[config.mk]
export PLATFORM = sky130hd
export DESIGN_NAME = sram_dma_burst_ctrl
export DESIGN_NICKNAME = d
export VERILOG_FILES = /design/src/rtl/sram_dma_burst_ctrl.sv
export SDC_FILE = /design/constraint.sdc
export NUM_CORES = 1
export LEC_CHECK = 0
export ABC_AREA = 1
export BUFFER_PORTS_ARGS = -buffer_cell sky130_fd_sc_hd__buf_4
export CORE_AREA = 3 3 422 424
export CTS_BUF_LIST = sky130_fd_sc_hd__clkbuf_4 sky130_fd_sc_hd__clkbuf_8
export DETAILED_ROUTE_END_ITERATION = 10
export DIE_AREA = 0 0 425 427
export GPL_ROUTABILITY_DRIVEN = 1
export GPL_TIMING_DRIVEN = 0
export PLACE_DENSITY_LB_ADDON = 0.05
export SLEW_MARGIN = 20
export SYNTH_ARGS = -nofsm -noshare
export SYNTH_HDL_FRONTEND = slang
export SYNTH_SLANG_ARGS = --single-unit
[constraint.sdc]
create_clock -name clk -period 31.9 [get_ports clk]
set_input_delay 6.38 -clock clk [delete_from_list [all_inputs] [get_ports clk]]
set_output_delay 6.38 -clock clk [all_outputs]
set_load 0.02 [all_outputs]
[src/rtl/sram_dma_burst_ctrl.sv]
// sram_dma_burst_ctrl: burst sequencer for the SRAM DMA port with 2-entry read buffer and starvation flag
module sram_dma_burst_ctrl #(
    parameter int ADDR_WIDTH   = 20,
    parameter int DATA_WIDTH   = 256,
    parameter int LEN_WIDTH    = 12,
    parameter int STARVE_LIMIT = 64
) (
    input  logic                  clk,
    input  logic                  rst_n,
    input  logic                  cmd_valid,
    output logic                  cmd_ready,
    input  logic                  cmd_write,
    input  logic [ADDR_WIDTH-1:0] cmd_addr,
    input  logic [LEN_WIDTH-1:0]  cmd_len,
    input  logic                  wr_valid,
    output logic                  wr_ready,
    input  logic [DATA_WIDTH-1:0] wr_data,
    output logic                  rd_valid,
    input  logic                  rd_ready,
    output logic [DATA_WIDTH-1:0] rd_data,
    output logic [ADDR_WIDTH-1:0] mem_addr,
    output logic [DATA_WIDTH-1:0] mem_wdata,
    output logic                  mem_we,
    output logic                  mem_re,
    input  logic [DATA_WIDTH-1:0] mem_rdata,
    input  logic                  mem_ready,
    output logic                  busy,
    output logic                  done,
    output logic                  starve
);
    localparam int SW = $clog2(STARVE_LIMIT + 1);
    typedef enum logic [2:0] {IDLE, WRITE, READ, DRAIN, DONE} state_t;
    state_t state, next;
    logic [ADDR_WIDTH-1:0] addr;
    logic [LEN_WIDTH-1:0] rem;
    logic [DATA_WIDTH-1:0] fifo [2];
    logic wp, rp, inflight;
    logic [1:0] cnt;
    logic [SW-1:0] stall;
    logic accept, wbeat, rbeat, pop, stalled;

    assign cmd_ready = state == IDLE;
    assign accept    = cmd_valid && cmd_ready;
    assign busy      = state != IDLE;
    assign done      = state == DONE;
    assign mem_addr  = addr;
    assign mem_we    = state == WRITE && wr_valid;
    assign mem_wdata = state == WRITE ? wr_data : '0;
    assign wr_ready  = mem_we && mem_ready;
    assign rd_valid  = cnt != 2'd0;
    assign rd_data   = rd_valid ? fifo[rp] : '0;
    assign pop       = rd_valid && rd_ready;
    // a same-cycle pop frees the slot the new read will land in, keeping 1 word/cycle
    assign mem_re    = state == READ && (int'(cnt) + int'(inflight) < 2 + int'(pop));
    assign wbeat     = mem_we && mem_ready;
    assign rbeat     = mem_re && mem_ready;
    assign stalled   = (mem_we || mem_re) && !mem_ready;
    assign starve    = stall == SW'(STARVE_LIMIT);

    always_comb begin
        next = state;
        case (state)
            IDLE:    if (accept) next = cmd_len == '0 ? DONE : cmd_write ? WRITE : READ;
            WRITE:   if (wbeat && rem == LEN_WIDTH'(1)) next = DONE;
            READ:    if (rbeat && rem == LEN_WIDTH'(1)) next = DRAIN;
            DRAIN:   if (cnt == 2'd0 && !inflight) next = DONE;
            default: next = IDLE;
        endcase
    end

    always_ff @(posedge clk) begin
        if (!rst_n) begin
            state    <= IDLE;
            addr     <= '0;
            rem      <= '0;
            wp       <= 1'b0;
            rp       <= 1'b0;
            cnt      <= 2'd0;
            inflight <= 1'b0;
            stall    <= '0;
        end else begin
            state    <= next;
            inflight <= rbeat;
            if (accept) begin
                addr <= cmd_addr;
                rem  <= cmd_len;
            end else if (wbeat || rbeat) begin
                addr <= addr + 1'b1;
                rem  <= rem - 1'b1;
            end
            if (inflight) wp <= ~wp;
            if (pop) rp <= ~rp;
            cnt   <= cnt + {1'b0, inflight} - {1'b0, pop};
            stall <= (state == IDLE || wbeat || rbeat) ? '0 :
                     (stalled && !starve) ? stall + 1'b1 : stall;
        end
    end

    always_ff @(posedge clk)
        if (inflight) fifo[wp] <= mem_rdata;
endmodule

Word-level counts from Yosys, hierarchy flattened
Memory sizes are Yosys's and may differ from the RTL's. A register that Yosys moved wholly into a read port is not among the register bits.
Cells that the tools add are included.
{ "classes": {"order_cmp": 1, "bitwise_logic": 3, "addsub": 7, "eq_ne": 10, "n_mux": 17, "n_reduce_logical": 26} }
{ "op_table": {"columns": ["operator", "n"], "rows": [
  ["two-way mux 256 bit", 2],
  ["two-way mux 20 bit", 2],
  ["two-way mux 12 bit", 2],
  ["adder 20 x 1 -> 20 bit, second input constant", 1],
  ["two-way mux 3 bit", 5],
  ["== test 12 x 1 -> 1 bit, second input constant", 1],
  ["logical NOT 12 bit", 1],
  ["one-hot mux 3 bit (4 select lines)", 1],
  ["subtractor 12 x 1 -> 12 bit, second input constant", 1],
  ["logical AND 1 bit", 11],
  ["adder 7 x 1 -> 7 bit, second input constant", 1],
  ["== test 7 bit, second input constant", 1],
  ["== test 3 x 2 -> 1 bit, second input constant", 2],
  ["inequality test 2 x 1 -> 1 bit, second input constant", 3],
  ["logical OR 1 bit", 4],
  ["two-way mux 1 bit", 4],
  ["AND reduction 4 bit", 1],
  ["nonzero test 2 bit", 2],
  ["adder 2 x 1 -> 3 bit", 1],
  ["adder 2 x 1 -> 3 bit, first input constant", 1],
  ["== test 3 x 1 -> 1 bit, second input constant", 1],
  ["== test 3 bit, second input constant", 1],
  ["logical NOT 1 bit", 3],
  ["logical NOT 3 bit", 1],
  ["other kinds (9)", 11]
]} }
{ "word_totals": {"in_bits": 551, "word_cells": 73, "n_memories": 1, "ram_bits": 512, "reg_bits": 47, "output_inout_bits": 540} }
{ "memory_table": {"columns": ["name", "words", "width", "read_ports", "rd_clocked_by_memory_dff", "write_ports", "line", "source"], "rows": [
  ["fifo", 2, 256, 1, 1, 1, "36", "logic [DATA_WIDTH-1:0] fifo [2];"]
]} }

Longest topological paths before layout
Gate-level depths: netlist (run 1).
{ "depth": {"word_depth": 9, "depth_mapped": 11} }

Worst setup path after synthesis (run 1)
No wires, ideal clock.
{ "synth_path": {"kind": "input port to output port", "start": "input rd_ready", "end": "output mem_re", "n_path_buf": 0, "arrival_time_ps": 6752, "setup_slack_ps": 18768, "cell_stages": 4, "cell_sequence": "nand3_1 -> nand2_1 -> nand2_1 -> inv_1"} }
{ "synth_between": {"elab_chain_len": 4} }
{ "synth_lines": {"columns": ["item", "line", "source"], "rows": [
  ["start: declaration", "19", "input logic rd_ready,"],
  ["logical AND 1 bit", "52", "assign pop = rd_valid && rd_ready;"],
  ["adder 2 x 1 -> 3 bit", "54", "assign mem_re = state == READ && (int'(cnt) + int'(inflight) < 2 + int'(pop));"],
  ["< comparator 3 bit", "54", null],
  ["logical AND 1 bit", "54", null],
  ["end: declaration", "24", "output logic mem_re,"]
]} }
No other way between the ends.

Final worst setup path (run 1)
{ "layout_path": {"start": "input wr_data[46]", "end": "output mem_wdata[46]"} }
{ "layout_between": {"elab_chain_len": 1} }
{ "layout_lines": {"columns": ["item", "line", "source"], "rows": [
  ["start: declaration", "17", "input logic [DATA_WIDTH-1:0] wr_data,"],
  ["two-way mux 256 bit", "48", "assign mem_wdata = state == WRITE ? wr_data : '0;"],
  ["end: declaration", "22", "output logic [DATA_WIDTH-1:0] mem_wdata,"]
]} }
No other way between the ends.

==> flow_metrics.py, run 1 <==
metrics = {
    "outcome": {
        "status": "finished clean",
    },
    "pwr": {
        "p_clk_share_pct": 24.0,
        "intPower_mw": 1.73,
        "p_sw_share_pct": 44.1,
        "power.switching_mw": 1.37,
        "p_seq_share_pct": 28.6,
        "powerDensity_mw_per_mm2": 81.7,
        "fin_total_pwr_mw": 3.10,
        "peakVddDrop_v": 0.0000314,
        "cellLeakagePower_nw": 16.5,
        "p_comb_share_pct": 47.4,
    },
    "sta": {
        "clock.fmax_mhz": 72.5,
        "finalSetupTns_ns": 0,
        "skew_ns": 0.0445,
        "fin_crit_sh_pct": 43.3,
        "setup_ws_ns": 18.10,
        "slew_headroom_pct": 29.0,
        "hold_slack_ns": 0.448,
        "final_max_slew_viol_count": 0,
        "tightest_slew_ns": 1.07,
        "hold_viol": 0,
        "rsz0062_at_grt": "false",
        "setup_viol": 0,
        "period_needed_ns": 13.80,
    },
    "logic_synthesis": {
        "syn-instance-count": 2394,
        "ys_ff_latch": 560,
        "yosysUniqueCellTypes": 37,
        "async_reset_ff_share_pct": 0,
        "synth_edf_count": 512,
        "synth_flop_cell": "edfxtp_1",
        "syn_area_per_cell_um2": 10.1,
        "synth-warning-count": 0,
        "syn_area_mm2": 0.0241,
        "synth_nets": 2954,
        "synth.yosys.seq_area_share_pct": 67.7,
    },
    "flow_run": {
        "maxCapViolations": 0,
    },
    "routing": {
        "drt_iter0_drc": 976,
        "post_drt_wl_per_cell_um": 25.5,
        "wirelength_um": 155000,
        "first_pass_iters": 5,
        "vias": 21900,
        "via_per_inst": 3.61,
        "route.detailed.drc": 0,
        "drtAntennaViolNets": 0,
    },
    "placement": {
        "port_buffers": 1089,
        "place_congestion": 0.912,
        "placed_cells": 5828,
        "dpl.hpwl_um": 126000,
        "place_ws_ns": 18.24,
        "dpl_cell_area_mm2": 0.0357,
    },
    "critical_path": {
        "slowest_delay_ns": 0.63,
        "path_delay_family": "simple AND/OR/NAND/NOR gates",
        "crit_chain": "buf_4, inv_1, nor2_1, buf_4",
        "cp_slowest_cell": "nor2_1",
        "path_buf_inv": 3,
        "worstPathArrival_ns": 7.42,
        "start_kind": "input pin",
        "setup.worst_path.class": "input pin to output pin",
        "critical_path.max_fanout": 1,
        "cp_common_cell": "buf_4",
        "end_kind": "output pin",
        "required_ns": 25.52,
    },
    "die": {
        "dieHeight_um": 427,
        "rows": 153,
        "io_pins": 1091,
        "die_x_um": 425,
        "core_area_mm2": 0.174,
        "die_area_mm2": 0.181,
        "start_util_pct": 13.9,
    },
    "clock_network": {
        "cts_buffers": 114,
        "cts_hold_buf": 0,
        "post_cts_buffers": 0,
        "post_cts_resized": 0,
        "clk_path_buf_depth": 3,
        "clock_latency_ns": 0.77,
        "cts.sinks": 560,
        "path_clk_slew_ns": 0.05,
        "cts_tree": "built",
        "cts_max_level": 3,
        "root_buffer": "clkbuf_8",
    },
    "layout": {
        "fin_nets": 4179,
        "finalCoreUtilization_pct": 21.8,
        "fin_cells": 6067,
        "final_area_mm2": 0.0380,
        "syn2layout_area_growth_pct": 57.4,
        "drive_gt1_share_pct": 36.7,
    },
    "grt": {
        "overflow": 0,
        "track_usage_pct": 16.2,
        "grt_max_degree": 62,
        "grt_pass1_wl_um": 199000,
        "grt_pass1_vias": 22400,
        "antenna_found_initial": 112,
    },
    "hold_path": {
        "worst_hold_path_type": "flip-flop to flip-flop",
    },
}
-- worst register-to-register path, stage by stage (launching register included) --
cell	delay, ns
dfxtp_1	0.49
inv_1	0.12
nor2_4	0.52
buf_12	0.26
buf_12	0.24
buf_16	0.18
buf_12	0.20
-- metal layers --
layer	track usage, %	share of wire [%]	vias up
met5	0	0.068	-
met4	9.93	6.3	14
met3	4.07	6.3	350
met2	33.6	59	858
met1	13.3	29	10400
li1	-	-	10300
-- logic make-up after synthesis --
kind of cell | after synthesis | synth area share, %
adder cells (fa/ha/maj) | 9 | 0.466
AO/OA/AOI/OAI | 336 | 7.23
XOR/XNOR | 16 | 0.581
AND/OR/NAND/NOR | 1033 | 16.9
flip-flops | 560 | 67.7
buffers and inverters | 440 | 7.11
-- area by class of cell --
class	count	area [um^2]
Clock inverter	31	236
Inverter	313	1180
Tap cell	2325	2910
Multi-Input combinational cell	1394	6090
Clock buffer	162	1940
Sequential cell	560	16300
Buffer	127	543
Fill cell	19400	136000
Antenna cell	46	115
Timing Repair Buffer	1109	8630
-- power groups by stage --
stage / Clock [mW] / Combinational (mW) / Sequential (mW)
finish: 0.744 / 1.47 / 0.887
detailed placement: 0 / 1.53 / 0.902
global placement: 0 / 1.52 / 0.935
floorplan: 0 / 0.698 / 0.919
global route: 0.820 / 1.59 / 0.892
CTS: 0.796 / 1.53 / 0.887
-- sequential cells by signal, indices dropped and copies added, names as in the netlist, named ones only --
name      count
rem          12
rp            1
mem_addr     20
fifo        512
stall         7
state         3
cnt           2
inflight      1
wp            1
-- placed cells by master, fill, tap and decap left out, drive strengths merged --
master and count:
o211ai 2, buf 1156, xor2 8, bufinv 3
nand3b 1, nor2 331, o21a 2, nand3 39
o21bai 10, clkinvlp 1, xnor2 8, clkinv 26
a22oi 1, ha 9, or2 3, diode 46
a21oi 291, nand4 9, o21ai 26, dfxtp 48
edfxtp 512, and3 1, nor3 12, nand2 637
clkbuf 242, a21boi 4, inv 314
-- path summary, 6_finish.rpt --
kind	startpoint	to	slack [ns]	depth (start not counted)
setup / recovery	wr_data[46]	mem_wdata[46]	18.10	4
hold reg to reg	rp	flip-flop	0.45	1
setup reg to reg	inflight	fifo[0][136]	29.55	6
hold / removal	rp	flip-flop	0.45	1
-- synthesized netlist by cell type, types with 9 or more instances --
cell type  instances  area share (%)
inv_1            310             4.8
buf_2             32            0.66
nand3_1           36            0.75
a21oi_1          287             6.0
buf_1             11            0.17
dfxtp_1           48             4.0
nand2_1          630             9.8
nor2_1           325             5.1
edfxtp_1         512              64
o21ai_0           26            0.54
o21bai_1          10            0.31
ha_1               9            0.47
clkbuf_1          80             1.2
Note: power is estimated with default switching activity, not from simulation.
==> run 2, diff against run 1 <==
==> constraint.sdc (replaced) <==
create_clock -name clk -period 11.5 [get_ports clk]
set_input_delay 2.3 -clock clk [delete_from_list [all_inputs] [get_ports clk]]
set_output_delay 2.3 -clock clk [all_outputs]
set_load 0.02 [all_outputs]
==> run 2 against run 1 <==
Compared with the run above: clock skew rose by 0.0060 ns; largest power group unchanged; power rose to 2.8 times the previous value; sequential power rose to 2.8 times the previous value; worst hold slack improved by 0.0020 ns.
==> flow_metrics.py, run 2 (synthesis results as in run 1) <==
metrics = {
    "hold_path": {
        "hold_depth": 1,
        "worst_hold_path_type": "flip-flop to flip-flop",
    },
    "layout": {
        "top_register": "fifo",
        "finalCoreUtilization_pct": 21.8,
        "fin_cells": 6070,
        "fin_nets": 4181,
        "largest_reg_flops": 512,
        "final_common_cell": "buf_4",
        "multi_input_area_mm2": 0.00609,
        "regArea_mm2": 0.0163,
        "fillers": 19400,
        "syn2layout_area_growth_pct": 57.6,
        "layout_common_cells": "buf_4 (1091), nand2_1 (630), edfxtp_1 (512)",
        "drive_gt1_share_pct": 36.7,
    },
    "routing": {
        "first_pass_iters": 5,
        "drtAntennaViolNets": 0,
        "via_per_inst": 3.57,
        "post_drt_wl_per_cell_um": 25.0,
        "wirelength_um": 152000,
        "drt_iter0_drc": 877,
        "vias": 21700,
        "route.detailed.drc": 0,
    },
    "critical_path": {
        "path_delay_family": "buffers and inverters",
        "crit_chain": "nor2_1, clkbuf_1, buf_1, a21oi_1, buf_4",
        "cp_slowest_cell": "buf_1",
        "worst-path-stages": 5,
        "worstPathArrival_ns": 3.79,
        "path_buf_inv": 3,
        "setup.worst_path.class": "flip-flop to output pin",
        "slowest_delay_ns": 0.88,
        "required_ns": 9.20,
        "critical_path.max_fanout": 10,
        "start_kind": "flip-flop",
        "end_kind": "output pin",
        "r2r_cells": 4,
    },
    "die": {
        "die_x_um": 425,
        "dieHeight_um": 427,
        "die_area_mm2": 0.181,
        "start_util_pct": 13.9,
        "io_pins": 1091,
        "core_area_mm2": 0.174,
        "rows": 153,
    },
    "sta": {
        "period_needed_ns": 6.09,
        "setup_ws_ns": 5.41,
        "tightest_slew_ns": 1.12,
        "hold_viol": 0,
        "rsz0062_at_grt": "false",
        "fin_crit_sh_pct": 53.0,
        "finalSetupTns_ns": 0,
        "skew_ns": 0.0504,
        "clock.fmax_mhz": 164,
        "slew_headroom_pct": 25.4,
        "final_max_slew_viol_count": 0,
        "setup_viol": 0,
    },
    "clock_network": {
        "post_cts_resized": 0,
        "cts_hold_buf": 0,
        "path_clk_slew_ns": 0.06,
        "cts_buffers": 117,
        "cts.sinks": 560,
        "root_buffer": "clkbuf_8",
        "cts_tree": "built",
        "clock_latency_ns": 0.81,
        "clk_path_buf_depth": 3,
        "post_cts_buffers": 0,
        "cts_max_level": 3,
    },
    "placement": {
        "placed_cells": 5827,
        "place_congestion": 0.885,
        "port_buffers": 1089,
        "dpl.hpwl_um": 123000,
        "place_ws_ns": 5.89,
    },
    "grt": {
        "overflow": 0,
        "grt_max_degree": 78,
        "track_usage_pct": 15.9,
        "grt_pass1_vias": 22400,
        "grt_pass1_wl_um": 197000,
        "antenna_found_initial": 84,
    },
    "pwr": {
        "cellLeakagePower_nw": 16.6,
        "powerDensity_mw_per_mm2": 227,
        "peakVddDrop_v": 0.0000946,
        "fin_total_pwr_mw": 8.63,
    },
    "outcome": {
        "status": "finished clean",
    },
    "flow_run": {
        "maxCapViolations": 0,
    },
}
-- run 2: cell count changes in the layout (fill, tap and decap cells not counted), sizes merged --
cell,before,now
buf,1156,1155
bufinv,3,1
clkbuf,242,250
clkinv,26,39
clkinvlp,1,6
diode,46,24
inv,314,316
-- run 2: layout make-up --
class                   instances  area share [%]
flip-flops and latches        560            42.9
repair buffers               1108            22.7
multi-input cells            1394            16.0
well taps                    2325            7.65
clock buffers                 170            5.29
inverters                     313            3.11
plain buffers                 127            1.42
clock inverters                49           0.753
diodes                         24           0.158
-- run 2: layer usage --
| metal | GRT usage, % | wire length [um] | up-vias |
|---|---|---|---|
| met2 | 32.6 | 88500 | 795 |
| li1 | - | - | 10300 |
| met5 | 0 | 111 | - |
| met4 | 8.12 | 6940 | 16 |
| met1 | 13.8 | 46300 | 10200 |
| met3 | 4.38 | 9680 | 309 |
-- run 2: path summary, 6_finish.rpt --
kind / from / endpoint / slack, ns
setup / recovery: cnt[1] / rd_data[252] / 5.41
hold / removal: rp / rp / 0.45
setup reg to reg: inflight / fifo[1][162] / 9.16
hold reg to reg: rp / rp / 0.45
-- run 2: metrics by stage --
stage,hold WS (ns),instance area (um^2)
3_5_place_dp,0.449,35700
6_report,0.450,38000
3_3_place_gp,0.436,35200
5_1_grt,0.482,38000
4_1_cts,0.457,38000
2_1_floorplan,0.426,24100
-- run 2: report_power, final --
group          internal, mW  leakage, nW  total [mW]  switching, mW
combinational          1.31         10.4        4.06           2.75
sequential             2.37         5.01        2.46         0.0860
clock                  1.15         1.21        2.12          0.969
total                  4.82         16.6        8.63           3.81
==> run 3, diff against run 2 <==
==> constraint.sdc (replaced) <==
create_clock -name clk -period 5.2 [get_ports clk]
set_input_delay 1.04 -clock clk [delete_from_list [all_inputs] [get_ports clk]]
set_output_delay 1.04 -clock clk [all_outputs]
set_load 0.02 [all_outputs]
==> run 3 against run 2 <==
Compared with the run above: register-to-register slack lost 6.3 ns; routed wire length shrank 4.6%; power increased by 120%; via count fell by 0.73%; sequential power up 120%; critical path type unchanged.
==> flow_metrics.py, run 3 (synthesis results as in run 1) <==
metrics = {
    "sta": {
        "tightest_slew_ns": 1.16,
        "fin_crit_sh_pct": 92.8,
        "rsz0062_at_grt": "false",
        "hold_viol": 0,
        "finalSetupTns_ns": 0,
        "final_max_slew_viol_count": 0,
        "slew_headroom_pct": 22.5,
        "clock.fmax_mhz": 207,
        "period_needed_ns": 4.82,
        "setup_ws_ns": 0.377,
        "setup_viol": 0,
        "skew_ns": 0.0568,
    },
    "die": {
        "rows": 153,
        "io_pins": 1091,
        "core_area_mm2": 0.174,
        "start_util_pct": 13.9,
        "dieHeight_um": 427,
        "die_area_mm2": 0.181,
        "die_x_um": 425,
    },
    "critical_path": {
        "setup.worst_path.class": "flip-flop to output pin",
        "start_kind": "flip-flop",
        "end_kind": "output pin",
        "startpoint": "cnt[1]",
        "regToRegSetupSlack_ns": 2.86,
        "worst_r2r_startpoint": "inflight",
        "r2r-end": "fifo[1][161]",
        "required_ns": 4.16,
        "crit_path_end": "rd_data[253]",
        "worstPathArrival_ns": 3.78,
        "r2r_cells": 8,
        "critical_path.max_fanout": 10,
    },
    "pwr": {
        "cellLeakagePower_nw": 16.6,
        "intPower_mw": 10.6,
        "p_clk_share_pct": 24.2,
        "p_sw_share_pct": 44.0,
        "peakVddDrop_v": 0.000177,
        "power.switching_mw": 8.32,
        "p_comb_share_pct": 47.1,
        "powerDensity_mw_per_mm2": 495,
        "p_seq_share_pct": 28.8,
    },
    "routing": {
        "route.detailed.drc": 0,
        "drt_iter0_drc": 872,
        "wirelength_um": 145000,
        "via_per_inst": 3.53,
        "post_drt_wl_per_cell_um": 23.8,
        "first_pass_iters": 5,
        "drtAntennaViolNets": 0,
        "vias": 21500,
    },
    "grt": {
        "antenna_found_initial": 71,
        "grt_pass1_vias": 22000,
        "track_usage_pct": 15.1,
        "grt_max_degree": 27,
        "grt_pass1_wl_um": 188000,
        "overflow": 0,
    },
    "layout": {
        "top_register": "fifo",
        "fillers": 19400,
        "syn2layout_area_growth_pct": 58.2,
        "final_common_cell": "buf_4",
        "final_area_mm2": 0.0382,
        "layout_common_cells": "buf_4 (1091), nand2_1 (630), edfxtp_1 (512)",
        "drive_gt1_share_pct": 36.8,
        "largest_reg_flops": 512,
        "regArea_mm2": 0.0163,
        "multi_input_area_mm2": 0.00609,
        "fin_nets": 4191,
    },
    "clock_network": {
        "cts_tree": "built",
        "cts_hold_buf": 0,
        "cts_buffers": 117,
        "root_buffer": "clkbuf_8",
        "cts_max_level": 3,
        "post_cts_buffers": 0,
        "post_cts_resized": 0,
        "clock_latency_ns": 0.82,
        "path_clk_slew_ns": 0.06,
        "cts.sinks": 560,
        "clk_path_buf_depth": 3,
    },
    "hold_path": {
        "worst_hold_path_type": "input pin to flip-flop",
        "hold_depth": 1,
    },
    "placement": {
        "dpl.hpwl_um": 117000,
        "port_buffers": 1089,
        "place_congestion": 0.852,
        "place_ws_ns": 0.955,
        "dpl_cell_area_mm2": 0.0359,
    },
    "outcome": {
        "status": "finished clean",
    },
    "flow_run": {
        "maxCapViolations": 0,
    },
}
[run 3: changes by cell type in the layout (fill, tap and decap cells not counted), moves of 2 or more]
| cell | before | now |
|---|---|---|
| inv_12 | 2 | 0 |
| buf_12 | 9 | 19 |
| clkinvlp_4 | 6 | 2 |
| clkinv_2 | 7 | 10 |
| clkinv_1 | 31 | 27 |
| diode_2 | 24 | 43 |
| clkbuf_2 | 1 | 3 |
| clkbuf_1 | 79 | 77 |
| clkbuf_4 | 52 | 44 |
[run 3: worst min-delay path by stage]
stage / start / to / slack, ns
after floorplan: rp / flip-flop / 0.43
after global placement: rp / rp / 0.44
after detailed placement: rp / rp / 0.44
after CTS: mem_rdata[17] / fifo[0][17] / 0.23
after global routing: mem_rdata[95] / fifo[1][95] / 0.30
final: mem_rdata[95] / fifo[1][95] / 0.41
[run 3: area by class of cell]
class	count	share of cell area, %
repair buffers	1118	23.1
diodes	43	0.282
multi-input cells	1394	16.0
flip-flops and latches	560	42.8
inverters	313	3.09
well taps	2325	7.62
clock buffers	163	5.15
plain buffers	127	1.42
clock inverters	43	0.632
[run 3: per-layer routing]
| layer | vias up | global-route usage, % | share of wire [%] | wire (um) |
|---|---|---|---|---|
| met5 | - | 0 | 0.036 | 52 |
| met3 | 240 | 4.00 | 6.4 | 9210 |
| met2 | 745 | 30.5 | 58 | 83900 |
| met4 | 8 | 8.14 | 4.4 | 6330 |
| li1 | 10300 | - | - | - |
| met1 | 10200 | 13.4 | 31 | 45100 |
[run 3: worst max-delay path, cell delays in order (launching register included)]
cell      delay (ns)
dfxtp_1         0.34
nor2_1          0.67
clkbuf_1        0.60
buf_1           0.90
a21oi_1         0.22
buf_4           0.25
[run 3: stage by stage]
step	hold slack [ns]	utilization [%]	power [mW]	std cells
floorplan	0.426	-	9.86	2394
global placement	0.437	20.2	14.8	5808
detailed placement	0.442	20.6	14.8	5836
CTS	0.230	21.9	19.6	6042
global route	0.296	21.9	20.2	6075
finish	0.410	21.9	18.9	6086
[run 3: power by group through the flow]
stage	logic (mW)	clock network, mW	registers (mW)
floorplan	4.28	0	5.57
global placement	9.23	0	5.60
detailed placement	9.26	0	5.53
CTS	9.29	4.89	5.44
global route	9.70	5.08	5.47
finish	8.90	4.57	5.44
